**config.mk**
```make
export PLATFORM = sky130hd
export DESIGN_NAME = branch_target_buffer
export DESIGN_NICKNAME = d
export VERILOG_FILES = /design/src/rtl/branch_target_buffer.sv
export SDC_FILE = /design/constraint.sdc
export NUM_CORES = 1
export LEC_CHECK = 0
export ABC_CLOCK_PERIOD_IN_PS = 5500
export CAP_MARGIN = 20
export CELL_PAD_IN_SITES_DETAIL_PLACEMENT = 2
export CELL_PAD_IN_SITES_GLOBAL_PLACEMENT = 2
export CORE_ASPECT_RATIO = 1.25
export CORE_MARGIN = 2
export CORE_UTILIZATION = 48
export CTS_BUF_LIST = sky130_fd_sc_hd__clkbuf_8
export DETAILED_ROUTE_END_ITERATION = 8
export GPL_ROUTABILITY_DRIVEN = 1
export PLACE_DENSITY_LB_ADDON = 0.1
export SLEW_MARGIN = 10
export SYNTH_ARGS = -nofsm -noshare
export SYNTH_HDL_FRONTEND = slang
export SYNTH_SLANG_ARGS = --single-unit
```
**constraint.sdc**
```tcl
create_clock -name clk -period 5.5 [get_ports clk]
set_input_delay 0.825 -clock clk [delete_from_list [all_inputs] [get_ports clk]]
set_output_delay 0.825 -clock clk [all_outputs]
set_load 0.005 [all_outputs]
```
**src/rtl/branch_target_buffer.sv**
```systemverilog
// Direct-mapped branch target buffer with 2-bit saturating direction counters.
// Combinational lookup on the fetch PC and a one-cycle-latency update from execute.
module branch_target_buffer #(
   parameter  int ENTRIES = 16,
   localparam int IDX_W   = $clog2(ENTRIES)
) (
   input  logic        clk,
   input  logic        rst_n,
   input  logic [31:0] pc,
   output logic        hit,
   output logic [31:0] brb,
   input  logic        upd_valid,
   input  logic [31:0] upd_pc,
   input  logic [31:0] upd_target,
   input  logic        upd_taken,
   input  logic        flush
);

   localparam int TAG_W = 30 - IDX_W;

   logic [ENTRIES-1:0] valid_mem;
   logic [TAG_W-1:0]   tag_mem    [ENTRIES];
   logic [31:0]        target_mem [ENTRIES];
   logic [1:0]         ctr_mem    [ENTRIES];

   logic [IDX_W-1:0] lk_idx;
   logic [TAG_W-1:0] lk_tag;
   logic [IDX_W-1:0] up_idx;
   logic [TAG_W-1:0] up_tag;
   logic             lk_hit;
   logic             up_match;
   logic             unused_low_bits;

   assign lk_idx = pc[IDX_W+1:2];
   assign lk_tag = pc[31:IDX_W+2];
   assign up_idx = upd_pc[IDX_W+1:2];
   assign up_tag = upd_pc[31:IDX_W+2];

   // Byte offset bits never take part in indexing or tag compare.
   assign unused_low_bits = ^{pc[1:0], upd_pc[1:0]};

   assign lk_hit   = valid_mem[lk_idx] && (tag_mem[lk_idx] == lk_tag) && ctr_mem[lk_idx][1];
   assign hit      = lk_hit;
   assign brb      = lk_hit ? target_mem[lk_idx] : 32'd0;
   assign up_match = valid_mem[up_idx] && (tag_mem[up_idx] == up_tag);

   function automatic logic [1:0] ctr_next(input logic [1:0] c, input logic taken);
      logic [1:0] n;
      n = c;
      if (taken && (c != 2'b11)) begin
         n = c + 2'd1;
      end else if (!taken && (c != 2'b00)) begin
         n = c - 2'd1;
      end
      return n;
   endfunction

   // Flush only drops valid bits; it wins over a same-cycle update.
   always_ff @(posedge clk or negedge rst_n) begin
      if (!rst_n) begin
         valid_mem  <= '0;
         tag_mem    <= '{default: '0};
         target_mem <= '{default: '0};
         ctr_mem    <= '{default: '0};
      end else if (flush) begin
         valid_mem <= '0;
      end else if (upd_valid) begin
         if (up_match) begin
            ctr_mem[up_idx] <= ctr_next(ctr_mem[up_idx], upd_taken);
            if (upd_taken) begin
               target_mem[up_idx] <= upd_target;
            end
         end else if (upd_taken) begin
            valid_mem[up_idx]  <= 1'b1;
            tag_mem[up_idx]    <= up_tag;
            target_mem[up_idx] <= upd_target;
            ctr_mem[up_idx]    <= 2'b10;
         end
      end
   end

endmodule

```
### Word-level counts from Yosys, hierarchy flattened

Cells that the tools add are included.

* add/subtract/negate cells: 2
* magnitude comparators: 6
* eq/ne operators: 4
* muxes and demuxes: 42
* bitwise operators: 8
* reductions and logical operators: 16

Operator list (count)
* bitwise mux 512 bit: 1
* bitwise mux 416 bit: 1
* binary-select mux 26 bit (select 4 bit): 2
* 2-to-1 mux 32 bit: 6
* 2-to-1 mux 26 bit: 5
* binary-select mux 32 bit (select 4 bit): 1
* demux 32 bit (select 4 bit): 1
* demux 26 bit (select 4 bit): 1
* 2-to-1 mux 16 bit: 4
* equality test 26 bit: 2
* bitwise mux 32 bit: 1
* bitwise OR 16 bit: 2
* 2-to-1 mux 2 bit: 10
* bitwise AND 16 bit: 1
* binary-select mux 2 bit (select 4 bit): 2
* NOT 16 bit: 1
* greater-or-equal comparator 5 bit (second input constant): 2
* < comparator 4 x 5 -> 1 bit (second input constant): 2
* NOT 4 -> 5 bit: 2
* AND reduction 3 bit: 3
* binary-select mux 1 bit (select 4 bit): 2
* demux 2 bit (select 4 bit): 1
* nonzero test 2 bit: 4
* logical AND 1 bit: 7
* 10 further kinds: 14

* flip-flop bits (word level): 976
* input bits: 101
* output and inout port bits: 33
* word-level logic and storage cells: 127

### Depth between registers and ports, before layout

Gate-level depths: netlist (run 1).

* depth after elaboration: 13
* mapped depth: 17
* depth with buffers taken out: 9

### Least setup slack after synthesis (run 1)

OpenSTA, ideal clock, no wires.

* kind: input-to-output
* start: input port pc[2]
* end: output port brb[11]
* arrival: 4.368 ns
* required time: 4.675 ns
* path slack: 0.307 ns
* stages on the path: 10
* buffers on the path: 7
* cell sequence: clkbuf_1 -> buf_2 -> buf_1 -> clkbuf_1 -> clkbuf_1 -> buf_2 -> buf_1 -> mux4_2 -> mux4_2 -> nor2b_1

* cells in the longest elaborated chain, start to end: 8
* elaborated cells between the ends (all ways): 16
* classes of those cells: eq/ne: 1; mux: 12; bitwise: 1; reduce/logical: 2

RTL lines
* from (decl): RTL line 9 `input logic [31:0] pc,`
* NOT 4 -> 5 bit (implied by the code): RTL line 42, 44
* binary-select mux 26 bit (select 4 bit): RTL line 42 `assign lk_hit = valid_mem[lk_idx] && (tag_mem[lk_idx] == lk_tag) && ctr_mem[lk_idx][1];`
* 2-to-1 mux 26 bit (implied by the code) (2 in a row): RTL line 42
* equality test 26 bit: RTL line 42
* logical AND 1 bit (2 in a row): RTL line 42
* 2-to-1 mux 32 bit (*): RTL line 44 `assign brb = lk_hit ? target_mem[lk_idx] : 32'd0;`
* to (decl): RTL line 11 `output logic [31:0] brb,`

Every way passes the cells marked *; elsewhere a longest branch is shown, timed or not. The select of a mux whose other input is x is not followed.

### Final worst setup path (run 1)

* start: input port pc[2]
* end: output port brb[7]

Same word-level chain as after synthesis.

==> results.toml, run 1 <==
[status]
outcome = "completed"

[die]
chipHeight_um = 363
initial_core_util_pct = 48.4
coreArea_um2 = 102000
fp-row-count = 131
dieWidth_um = 291
io_pins = 134
fp.dieArea_um2 = 106000

[clock_tree]
cts_sinks = 976
htreeDepth = 4
cts-root-buf = "clkbuf_8"
clk_latency_ns = 0.89
numCtsBuffers = 167
cts_tree = "done"
cts_buffer_depth = 3
ctsHoldBuffers = 0
clk_pin_slew_ns = 0.06

[worst_setup_path]
endpoint_kind = "primary output"
regToRegSetupSlack_ns = 1.39
critPathSlowestCell = "mux4_2"
cp-start-kind = "input port"
r2r_end = "ctr_mem[24]$_DFFE_PN0P_"
cp_max_fo = 36
r2r_cells = 10
max_stage_delay_ns = 0.53
path_cells = "buf_12 > buf_4 > mux4_2 > mux4_2 > xnor2_1 > nand4_1 > nor3_2 > nand4_1 > buf_4 > buf_12 > nor2b_1 > clkdlybuf4s50_1"
cp.arrival_ns = 4.56
r2r_start = "tag_mem[185]$_DFFE_PN0P_"
worstSetupPathType = "in -> out"
cp.required_ns = 4.68

[final_layout]
nets = 3400
layout.cells.non_filler = 4762
syn_to_final_growth_pct = 14.6
nFillCells = 8859
multi_input_comb_area_um2 = 23800
fin_area_um2 = 56700
final_layout_size_suffix_gt1_share_pct = 52.7
final_core_util_pct = 55.5
regArea_um2 = 24400

[sta]
setup_violations = 0
grt_setup_unrepaired = "false"
fmax_mhz = 186
fin_crit_ns = 5.38
skew_ns = 0.0359
drv_slew = 0
relSlewSlack_pct = 22.8
hold_viol = 0
tightestPinTransition_ns = 1.16
finalCritPeriodShare_pct = 97.9

[synth]
synthTopCellsByArea = "dfrtp_1, mux4_2, mux2_2, mux2_4, mux2i_1"
yosysUniqueCellTypes = 62
yosys.area.top_type = "dfrtp_1"
ys_ff_latch = 976
synth_edf_count = 0
ys_seq_area_share_pct = 49.4
synthArstFlopShare_pct = 100
synth_top_area_share_pct = 49.4
synth_nets = 3207
syn_avg_cell_area_um2 = 15.9
ys.warnings.count = 0
netlist_area_um2 = 49400
ys.flop_type = "dfrtp_1"
synthCells = 3104

[route]
drc = 0
drtPass1Iterations = 5
num_vias = 30110
dr.first_iter.drc_count = 1805
vias_per_cell = 6.32
routed_wl_um = 159000
post_drt_wl_per_cell_um = 33.4
final_antenna_net_count = 0

[pwr]
ir_drop_mv = 0.228
power_mw = 18.8
power.leakage_nw = 25.3
power_density_nw_per_um2 = 332

[placement]
dp_hpwl_um = 98000
routabilityCongestion = 0.847
place_area_um2 = 53100
placedCellCount = 4457
io_buffers = 129

[global_route]
grt_max_degree = 140
grt_use_total_pct = 31.1
grt_overflow = 0
grt_pass1_vias = 35192
grt_first_pass_wirelength_um = 242000
antenna_found_initial = 8

[min_path]
hp-class = "in -> async"

[flow_run]
max_cap_viol_count = 0
[where the power goes]
part,total (mW),internal [mW],switching (mW)
Clock,6.87,3.74,3.13
Sequential,8.81,8.13,0.682
Combinational,3.15,1.82,1.33
Total,18.8,13.7,5.14
[cell type report]
| cell class | count | area share, % |
|---|---|---|
| clock buffer | 222 | 5.39 |
| multi-input combinational | 1825 | 42.0 |
| tap | 1330 | 2.94 |
| sequential | 976 | 43.1 |
| clock inverter | 76 | 0.753 |
| inverter | 17 | 0.113 |
| timing repair buffer | 310 | 5.65 |
| antenna | 6 | 0.0265 |
[cell usage after synthesis, drive strengths merged, types with 4 or more instances]
cell     number
a211oi        4
a21o         18
a21oi         9
a221o        17
a221oi       10
a22oi        18
a2bb2oi      17
and3          4
buf         129
clkbuf      157
dfrtp       976
inv          16
mux2        936
mux2i        80
mux4        381
nand2        29
nand2b        7
nand3        21
nand4         9
nor2         37
nor2b        60
nor3         39
o211ai       12
o21ai        14
o22ai         9
xnor2        37
xor2         16
[metrics by stage]
step | TNS [ns] | setup slack (ns) | hold WS [ns]
floorplan | 0 | 0.307 | 0.466
global placement | -7.41 | -0.244 | 0.483
detailed placement | -10.17 | -0.344 | 0.493
CTS | 0 | 0.00788 | 0.0638
finish | 0 | 0.116 | 0.0795
global route | 0 | 0.000355 | 0.125
[what timing repair did]
item,4_1_cts,5_1_grt
setup buffers,1,0
gates resized for setup,4,6
gates cloned,0,0
pin swaps,1,0
setup endpoints to repair,33,33
[logic make-up after synthesis]
logic type	count (synthesis)	synth area share, %
buffers and inverters	303	2.82
and+or+nand+nor	220	2.63
AOI/OAI and AO/OA	153	2.41
muxes	1397	41.7
xor gates and xnor gates	53	0.939
DFF	976	49.4
adders and majority gates	2	0.0506
[worst max path at each step]
stage               endpoint  cells after the start  slack, ns   from
global placement     brb[10]                     11      -0.24  pc[2]
global route          brb[7]                     12     0.0004  pc[2]
CTS                   brb[7]                     13      0.008  pc[3]
floorplan            brb[11]                     10       0.31  pc[2]
finish                brb[7]                     12       0.12  pc[2]
detailed placement   brb[10]                     11      -0.34  pc[2]
[state kept, by name, summed over array words and instances (netlist names)]
register    cells
target_mem    512
tag_mem       416
ctr_mem        32
valid_mem      16
[per-layer routing]
metal,GRT usage [%],up-vias,part of all wire (%)
li1,-,12220,-
met1,38.7,16786,40
met2,53.7,785,52
met3,4.76,313,4.0
met4,13.7,6,4.1
met5,0,-,0.037
[layout by cell type, fill, tap and decap left out, types with 4 or more instances in the layout]
cell type / n
buf_12: 41
a211oi_1: 4
mux2_2: 746
xor2_1: 16
clkinv_2: 19
nand3_1: 21
nor3_1: 21
xnor2_1: 34
nor2_1: 20
and3_1: 4
buf_6: 4
mux2i_1: 80
nand2_1: 28
a22oi_1: 18
o21ai_0: 13
o211ai_1: 12
inv_1: 62
a2bb2oi_1: 17
dfrtp_1: 976
buf_4: 139
nand4_1: 9
a221oi_1: 10
inv_6: 4
nor2b_1: 60
a21oi_1: 9
nor2_4: 16
o22ai_1: 9
nand2b_1: 7
clkdlybuf4s50_1: 120
buf_8: 4
a21o_1: 18
clkbuf_8: 222
a221o_1: 17
diode_2: 6
mux2_4: 190
mux4_2: 381
nor3_4: 16
[worst max-delay path: cells and delay by family]
kind          cells  cell delay (ns)
buf+inv           5             1.48
mux               2             1.01
simple gates      4             0.90
xor+xnor          1             0.22
Power figures use the tool's default switching activity.
==> run 2, diff against run 1 <==
--- a/config.mk
+++ b/config.mk
@@ -5,7 +5,6 @@
 export SDC_FILE = /design/constraint.sdc
 export NUM_CORES = 1
 export LEC_CHECK = 0
-export ABC_CLOCK_PERIOD_IN_PS = 5500
 export CAP_MARGIN = 20
 export CELL_PAD_IN_SITES_DETAIL_PLACEMENT = 2
 export CELL_PAD_IN_SITES_GLOBAL_PLACEMENT = 2
==> results of run 2 <==
Final layout, timing and power as in run 1 (identical DEF).
